--- src/rtl/syn_rst_seq_pkg.sv ---
// Shared types and register map for the reset sequencer.
package syn_rst_seq_pkg;

  typedef enum logic {
    SEQ  = 1'b0,
    DONE = 1'b1
  } seq_state_e;

  localparam int CTRL_ADDR      = 0;
  localparam int STATUS_ADDR    = 1;
  localparam int HOLD_BASE_ADDR = 2;

  localparam int STATUS_DONE_BIT = 0;
  localparam int STATUS_DOM_LSB  = 8;
  localparam int STATUS_IDX_LSB  = 16;
  localparam int STATUS_IDX_W    = 4;

endpackage

--- src/rtl/syn_rst_seq_lb_regs.sv ---
// Local-bus register file: HOLD storage, CTRL soft-reset decode, acks and read mux.
module syn_rst_seq_lb_regs
  import syn_rst_seq_pkg::*;
#(
  parameter int              NUM_DOM   = 3,
  parameter int              CNT_W     = 16,
  parameter logic [CNT_W-1:0] DEF_HOLD = 16'd64,
  parameter int              LB_DATA_W = 32,
  parameter int              LB_ADDR_W = 4,
  parameter int              IDX_W     = 2
) (
  input  logic                            clk,
  input  logic                            rst_n,
  input  logic                            lb_wr_en,
  input  logic                            lb_rd_en,
  input  logic [LB_ADDR_W-1:0]            lb_addr,
  input  logic [LB_DATA_W-1:0]            lb_wr_data,
  output logic                            lb_wr_valid,
  output logic                            lb_rd_valid,
  output logic [LB_DATA_W-1:0]            lb_rd_data,
  input  logic                            seq_done,
  input  logic [NUM_DOM-1:0]              dom_rst_n,
  input  logic [IDX_W-1:0]                idx,
  output logic [NUM_DOM-1:0][CNT_W-1:0]   hold,
  output logic                            soft_trig
);

  logic [NUM_DOM-1:0][CNT_W-1:0] hold_q, hold_d;
  logic                          wr_valid_q, wr_valid_d;
  logic                          rd_valid_q, rd_valid_d;
  logic [LB_DATA_W-1:0]          rd_data_q, rd_data_d;

  // Reads use the pre-write register values, so a same-cycle read/write returns old data.
  always_comb begin
    hold_d     = hold_q;
    wr_valid_d = lb_wr_en;
    rd_valid_d = lb_rd_en;
    rd_data_d  = rd_data_q;
    soft_trig  = 1'b0;

    if (lb_wr_en) begin
      if (lb_addr == LB_ADDR_W'(CTRL_ADDR)) begin
        soft_trig = lb_wr_data[0];
      end
      for (int i = 0; i < NUM_DOM; i++) begin
        if (lb_addr == LB_ADDR_W'(HOLD_BASE_ADDR + i)) begin
          hold_d[i] = lb_wr_data[CNT_W-1:0];
        end
      end
    end

    if (lb_rd_en) begin
      rd_data_d = '0;
      if (lb_addr == LB_ADDR_W'(STATUS_ADDR)) begin
        rd_data_d[STATUS_DONE_BIT]                = seq_done;
        rd_data_d[STATUS_DOM_LSB +: NUM_DOM]      = dom_rst_n;
        rd_data_d[STATUS_IDX_LSB +: STATUS_IDX_W] = STATUS_IDX_W'(idx);
      end
      for (int i = 0; i < NUM_DOM; i++) begin
        if (lb_addr == LB_ADDR_W'(HOLD_BASE_ADDR + i)) begin
          rd_data_d[CNT_W-1:0] = hold_q[i];
        end
      end
    end
  end

  always_ff @(posedge clk) begin
    if (!rst_n) begin
      for (int i = 0; i < NUM_DOM; i++) begin
        hold_q[i] <= DEF_HOLD;
      end
      wr_valid_q <= 1'b0;
      rd_valid_q <= 1'b0;
      rd_data_q  <= '0;
    end else begin
      hold_q     <= hold_d;
      wr_valid_q <= wr_valid_d;
      rd_valid_q <= rd_valid_d;
      rd_data_q  <= rd_data_d;
    end
  end

  generate
    if (LB_DATA_W > CNT_W) begin : g_unused_bits
      logic unused_wr_bits;
      assign unused_wr_bits = ^lb_wr_data[LB_DATA_W-1:CNT_W];
    end
  endgenerate

  assign hold        = hold_q;
  assign lb_wr_valid = wr_valid_q;
  assign lb_rd_valid = rd_valid_q;
  assign lb_rd_data  = rd_data_q;

endmodule

--- src/rtl/syn_rst_seq.sv ---
// Ordered, re-triggerable reset sequencer: releases NUM_DOM resets one by one after programmable holds.
module syn_rst_seq
  import syn_rst_seq_pkg::*;
#(
  parameter int               NUM_DOM   = 3,
  parameter int               CNT_W     = 16,
  parameter logic [CNT_W-1:0] DEF_HOLD  = 16'd64,
  parameter int               LB_DATA_W = 32,
  parameter int               LB_ADDR_W = 4
) (
  input  logic                 clk,
  input  logic                 rst_n,
  input  logic                 ext_rst_req_n,
  input  logic                 lb_wr_en,
  input  logic                 lb_rd_en,
  input  logic [LB_ADDR_W-1:0] lb_addr,
  input  logic [LB_DATA_W-1:0] lb_wr_data,
  output logic                 lb_wr_valid,
  output logic                 lb_rd_valid,
  output logic [LB_DATA_W-1:0] lb_rd_data,
  output logic [NUM_DOM-1:0]   dom_rst_n,
  output logic                 seq_done
);

  localparam int IDX_W = $clog2(NUM_DOM + 1);

  seq_state_e                    state_q, state_d;
  logic [IDX_W-1:0]              idx_q, idx_d;
  logic [CNT_W-1:0]              cnt_q, cnt_d;
  logic [NUM_DOM-1:0]            dom_rst_n_q, dom_rst_n_d;
  logic                          seq_done_q, seq_done_d;
  logic [NUM_DOM-1:0][CNT_W-1:0] hold;
  logic [CNT_W-1:0]              cur_hold;
  logic                          soft_trig;
  logic                          restart;

  syn_rst_seq_lb_regs #(
    .NUM_DOM   (NUM_DOM),
    .CNT_W     (CNT_W),
    .DEF_HOLD  (DEF_HOLD),
    .LB_DATA_W (LB_DATA_W),
    .LB_ADDR_W (LB_ADDR_W),
    .IDX_W     (IDX_W)
  ) u_lb_regs (
    .clk         (clk),
    .rst_n       (rst_n),
    .lb_wr_en    (lb_wr_en),
    .lb_rd_en    (lb_rd_en),
    .lb_addr     (lb_addr),
    .lb_wr_data  (lb_wr_data),
    .lb_wr_valid (lb_wr_valid),
    .lb_rd_valid (lb_rd_valid),
    .lb_rd_data  (lb_rd_data),
    .seq_done    (seq_done_q),
    .dom_rst_n   (dom_rst_n_q),
    .idx         (idx_q),
    .hold        (hold),
    .soft_trig   (soft_trig)
  );

  assign restart = ~ext_rst_req_n | soft_trig;

  always_comb begin
    cur_hold = '0;
    for (int i = 0; i < NUM_DOM; i++) begin
      if (idx_q == IDX_W'(i)) begin
        cur_hold = hold[i];
      end
    end
  end

  // A HOLD smaller than the running count is not clamped; the counter wraps before matching.
  always_comb begin
    state_d     = state_q;
    idx_d       = idx_q;
    cnt_d       = cnt_q;
    dom_rst_n_d = dom_rst_n_q;
    seq_done_d  = seq_done_q;

    if (restart) begin
      state_d     = SEQ;
      idx_d       = '0;
      cnt_d       = '0;
      dom_rst_n_d = '0;
      seq_done_d  = 1'b0;
    end else if (state_q == SEQ) begin
      if (cnt_q == cur_hold) begin
        for (int i = 0; i < NUM_DOM; i++) begin
          if (idx_q == IDX_W'(i)) begin
            dom_rst_n_d[i] = 1'b1;
          end
        end
        idx_d = idx_q + IDX_W'(1);
        cnt_d = '0;
        if (idx_q == IDX_W'(NUM_DOM - 1)) begin
          state_d    = DONE;
          seq_done_d = 1'b1;
        end
      end else begin
        cnt_d = cnt_q + CNT_W'(1);
      end
    end
  end

  always_ff @(posedge clk) begin
    if (!rst_n) begin
      state_q     <= SEQ;
      idx_q       <= '0;
      cnt_q       <= '0;
      dom_rst_n_q <= '0;
      seq_done_q  <= 1'b0;
    end else begin
      state_q     <= state_d;
      idx_q       <= idx_d;
      cnt_q       <= cnt_d;
      dom_rst_n_q <= dom_rst_n_d;
      seq_done_q  <= seq_done_d;
    end
  end

  assign dom_rst_n = dom_rst_n_q;
  assign seq_done  = seq_done_q;

endmodule

--- config.mk ---
export PLATFORM = sky130hd
export DESIGN_NAME = syn_rst_seq
export DESIGN_NICKNAME = d
export VERILOG_FILES = /design/src/rtl/syn_rst_seq_pkg.sv /design/src/rtl/syn_rst_seq_lb_regs.sv /design/src/rtl/syn_rst_seq.sv
export SDC_FILE = /design/constraint.sdc
export NUM_CORES = 1
export LEC_CHECK = 0
export CAP_MARGIN = 20
export CORE_ASPECT_RATIO = 0.9
export CORE_MARGIN = 8
export CORE_UTILIZATION = 58
export CTS_CLUSTER_DIAMETER = 50
export DETAILED_ROUTE_END_ITERATION = 7
export PLACE_DENSITY = 0.86
export SYNTH_ARGS = -nofsm -noshare
export SYNTH_HDL_FRONTEND = slang
export SYNTH_HIERARCHICAL = 1
export SYNTH_SLANG_ARGS = --single-unit
--- constraint.sdc ---
create_clock -name clk -period 7.5 [get_ports clk]
set_clock_uncertainty 0.05 [all_clocks]
set_input_delay 1.5 -clock clk [delete_from_list [all_inputs] [get_ports clk]]
set_output_delay 1.5 -clock clk [all_outputs]
set_load 0.005 [all_outputs]
==> summary.txt <==
global-route wire length before repair -> 22,490 microns
gr ovfl total -> 0
Placeable Area -> 0.008068 sq mm
H-tree depth -> 3
setup TNS -> 0 ns
Slew HR -> 26.99%
Antenna Nets Post-Route -> 0
yosys warns -> 6
fillers -> 712
VDD IR-drop max -> 0.1083 mV
width of the die -> 112.4 microns
commonest cells after routing, fill and taps aside -> dfxtp_1 (90), nand3_1 (53), a21oi_1 (52)
WL final -> 14,090 microns
crit end category -> flop
most common cell after layout, fill and taps aside -> dfxtp_1
CP max-delay cell -> clkdlybuf4s50_1
Tightest Pin Transition -> 1.095 ns
vias in the first global route -> 4,336
minimum clock period -> 3.928 ns
Post-CTS Resized -> 0
GRT Util Overall -> 24.59%
P_leak -> 1.850 nW
Vert. Die Dim -> 102.8 microns
startpoint class of the critical path -> input pin
initial core utilization -> 60.14%
Inst Count DP -> 684
CTS tree -> built
Worst Path Max Fanout -> 33
drt wl/cell -> 20.08 microns
syn_area_per_cell -> 8.294 sq um
WS Path Type -> input pin to flop
clk slew on worst S/H paths -> 0.09 ns
count of final hold-check violations -> 0
RSZ-0062 raised after global routing -> no
Post-synth EDFFs -> 0
CP required -> 7.67 ns
Clock Latency Late Sink -> 0.37 ns
share of cells above drive strength 1 -> 7.629%
Residual DRC -> 0
part of the cycle the worst path needs -> 52.37%
detailed router's first-iteration violation count -> 480
FP Rows -> 31
layout net count -> 643
CTS Hold Bufs -> 0
synth unique cells -> 65
diode count -> 0
via count -> 4,534
CP Cell Sequence -> clkdlybuf4s50_1 > nor2b_2 > buf_4 > and3_1 > and3b_1 > o31ai_2 > nor2_1
Worst path max stage delay -> 0.99 ns
max-slew violations -> 0
initial antenna violation count -> 0
ys flop type -> dfxtp_1
Mapped Cells -> 585
Finish-stage setup viols -> 0
Pre-Repair DR Iteration Count -> 5
HPWL Detailed -> 10,050 microns
I/O Buffers -> 48
multi-input combinational cell area -> 0.002648 sq mm
Cell Area, Synth -> 0.004852 sq mm
vias per cell -> 6.459
final std cells w/o fill -> 702
Max Cap Violations -> 0
clock tree buffer depth -> 2
IO Count -> 79
Worst Hold Class -> flop to flop
PD cells -> 173.9 mW/mm^2
synthesis-stage register bit count -> 90
Max Clock Freq -> 254.6 MHz
RePlAce Congestion -> 0.9802
largest net degree at the start of global routing -> 49
Num Clock Sinks -> 90
synthesis-to-finish area growth -> 10.88%
CTS root buf -> clkbuf_8
worst path arrival time -> 4.10 ns
status -> completed
die footprint -> 0.01155 sq mm
total CTS buffers -> 9
FF/Latch Area -> 0.001802 sq mm
ys async rst share -> 0%
Setup Buffers After CTS -> 0
sequential fraction of the synthesis area -> 37.13%
==> synthesized netlist by cell type, drive strengths merged, types with 3 or more instances <==
master | count | area share [%]
nor2 | 21 | 1.6
a21o | 4 | 0.62
a2111oi | 3 | 0.67
a22oi | 14 | 2.2
buf | 38 | 5.8
nor3 | 4 | 0.41
ha | 4 | 1.0
nand3 | 53 | 5.5
clkbuf | 27 | 2.1
dfxtp | 90 | 37
inv | 19 | 1.5
a21oi | 52 | 5.4
nand4 | 7 | 0.90
o21ai | 71 | 7.6
nand2b | 3 | 0.39
nor3b | 3 | 0.80
nand2 | 37 | 2.9
o2111ai | 4 | 0.72
and3 | 8 | 1.0
o22ai | 3 | 0.39
xnor2 | 7 | 1.3
nor2b | 7 | 0.90
a21bo | 7 | 1.4
nand3b | 15 | 2.6
mux2i | 9 | 1.9
a221oi | 6 | 1.1
xor2 | 16 | 2.9
a31oi | 18 | 2.3
==> logic make-up (layout without fill, tap and decap cells) <==
group           Yosys count  in the layout  share of synthesized area (%)
compound gates          196            196                          24.96
simple gates            176            176                          20.89
flops                    90             90                          37.13
buf+inv                  84             89                          9.360
xor+xnor                 23             23                          4.152
mux                      11             11                          2.398
fa+ha+maj                 4              4                          1.032
other cells               1             14                        0.07729
==> layout make-up <==
type                            instances  share of cell area [%]
Clock buffer                           10                   2.372
Inverter                               19                   1.326
Tap cell                               99                   2.302
Multi-Input combinational cell        424                   49.21
Clock inverter                          6                   1.326
Timing Repair Buffer                   54                   9.977
Sequential cell                        90                   33.49
==> sequential cells by signal (all words and copies together), names as in the netlist <==
signal                 cells
u_lb_regs/lb_rd_valid      1
u_lb_regs/lb_rd_data      18
cnt_q                     16
state_q                    1
idx_q                      2
seq_done                   1
dom_rst_n                  2
u_lb_regs/hold            48
u_lb_regs/lb_wr_valid      1
==> per-layer routing <==
layer / GRT usage (%) / part of all wire, % / vias up
li1: - / - / 2115
met1: 30.72 / 43 / 2160
met2: 39.99 / 46 / 225
met3: 6.674 / 8.8 / 34
met4: 9.317 / 2.5 / 0
met5: 0 / 0 / -
==> worst paths after layout <==
check / from / endpoint / slack [ns] / cells past startpoint
setup / recovery: lb_wr_en / cnt_q[11] / 3.57 / 7
hold / removal: u_lb_regs/lb_rd_data[16] / u_lb_regs/lb_rd_data[16] / 0.43 / 2
setup reg to reg: idx_q[0] / cnt_q[11] / 3.91 / 9
hold reg to reg: u_lb_regs/lb_rd_data[16] / u_lb_regs/lb_rd_data[16] / 0.43 / 2
==> worst max-delay path: cells and delay by family <==
family                 cells  cell delay [ns]
buffers and inverters      2             1.34
and+or+nand+nor            4             0.96
AOI/OAI and AO/OA          1             0.29
==> power breakdown <==
| group | switching (mW) | internal, mW |
|---|---|---|
| sequential | 0.00856 | 0.487 |
| clock | 0.183 | 0.158 |
| combinational | 0.0588 | 0.0405 |
==> metrics by stage <==
stage / util, % / cell area [sq um] / setup WS, ns / power, mW / hold WS (ns)
2_1_floorplan: - / 4901 / 4.524 / 0.5683 / 0.4046
3_3_place_gp: 63.90 / 5155 / 3.317 / 0.5997 / 0.4079
3_5_place_dp: 63.90 / 5155 / 3.192 / 0.6024 / 0.4202
4_1_cts: 66.36 / 5354 / 3.587 / 0.9364 / 0.4329
5_1_grt: 66.69 / 5380 / 3.418 / 0.9715 / 0.4528
6_report: 66.69 / 5380 / 3.572 / 0.9355 / 0.4291
No activity file was read; power rests on OpenSTA's default activity.
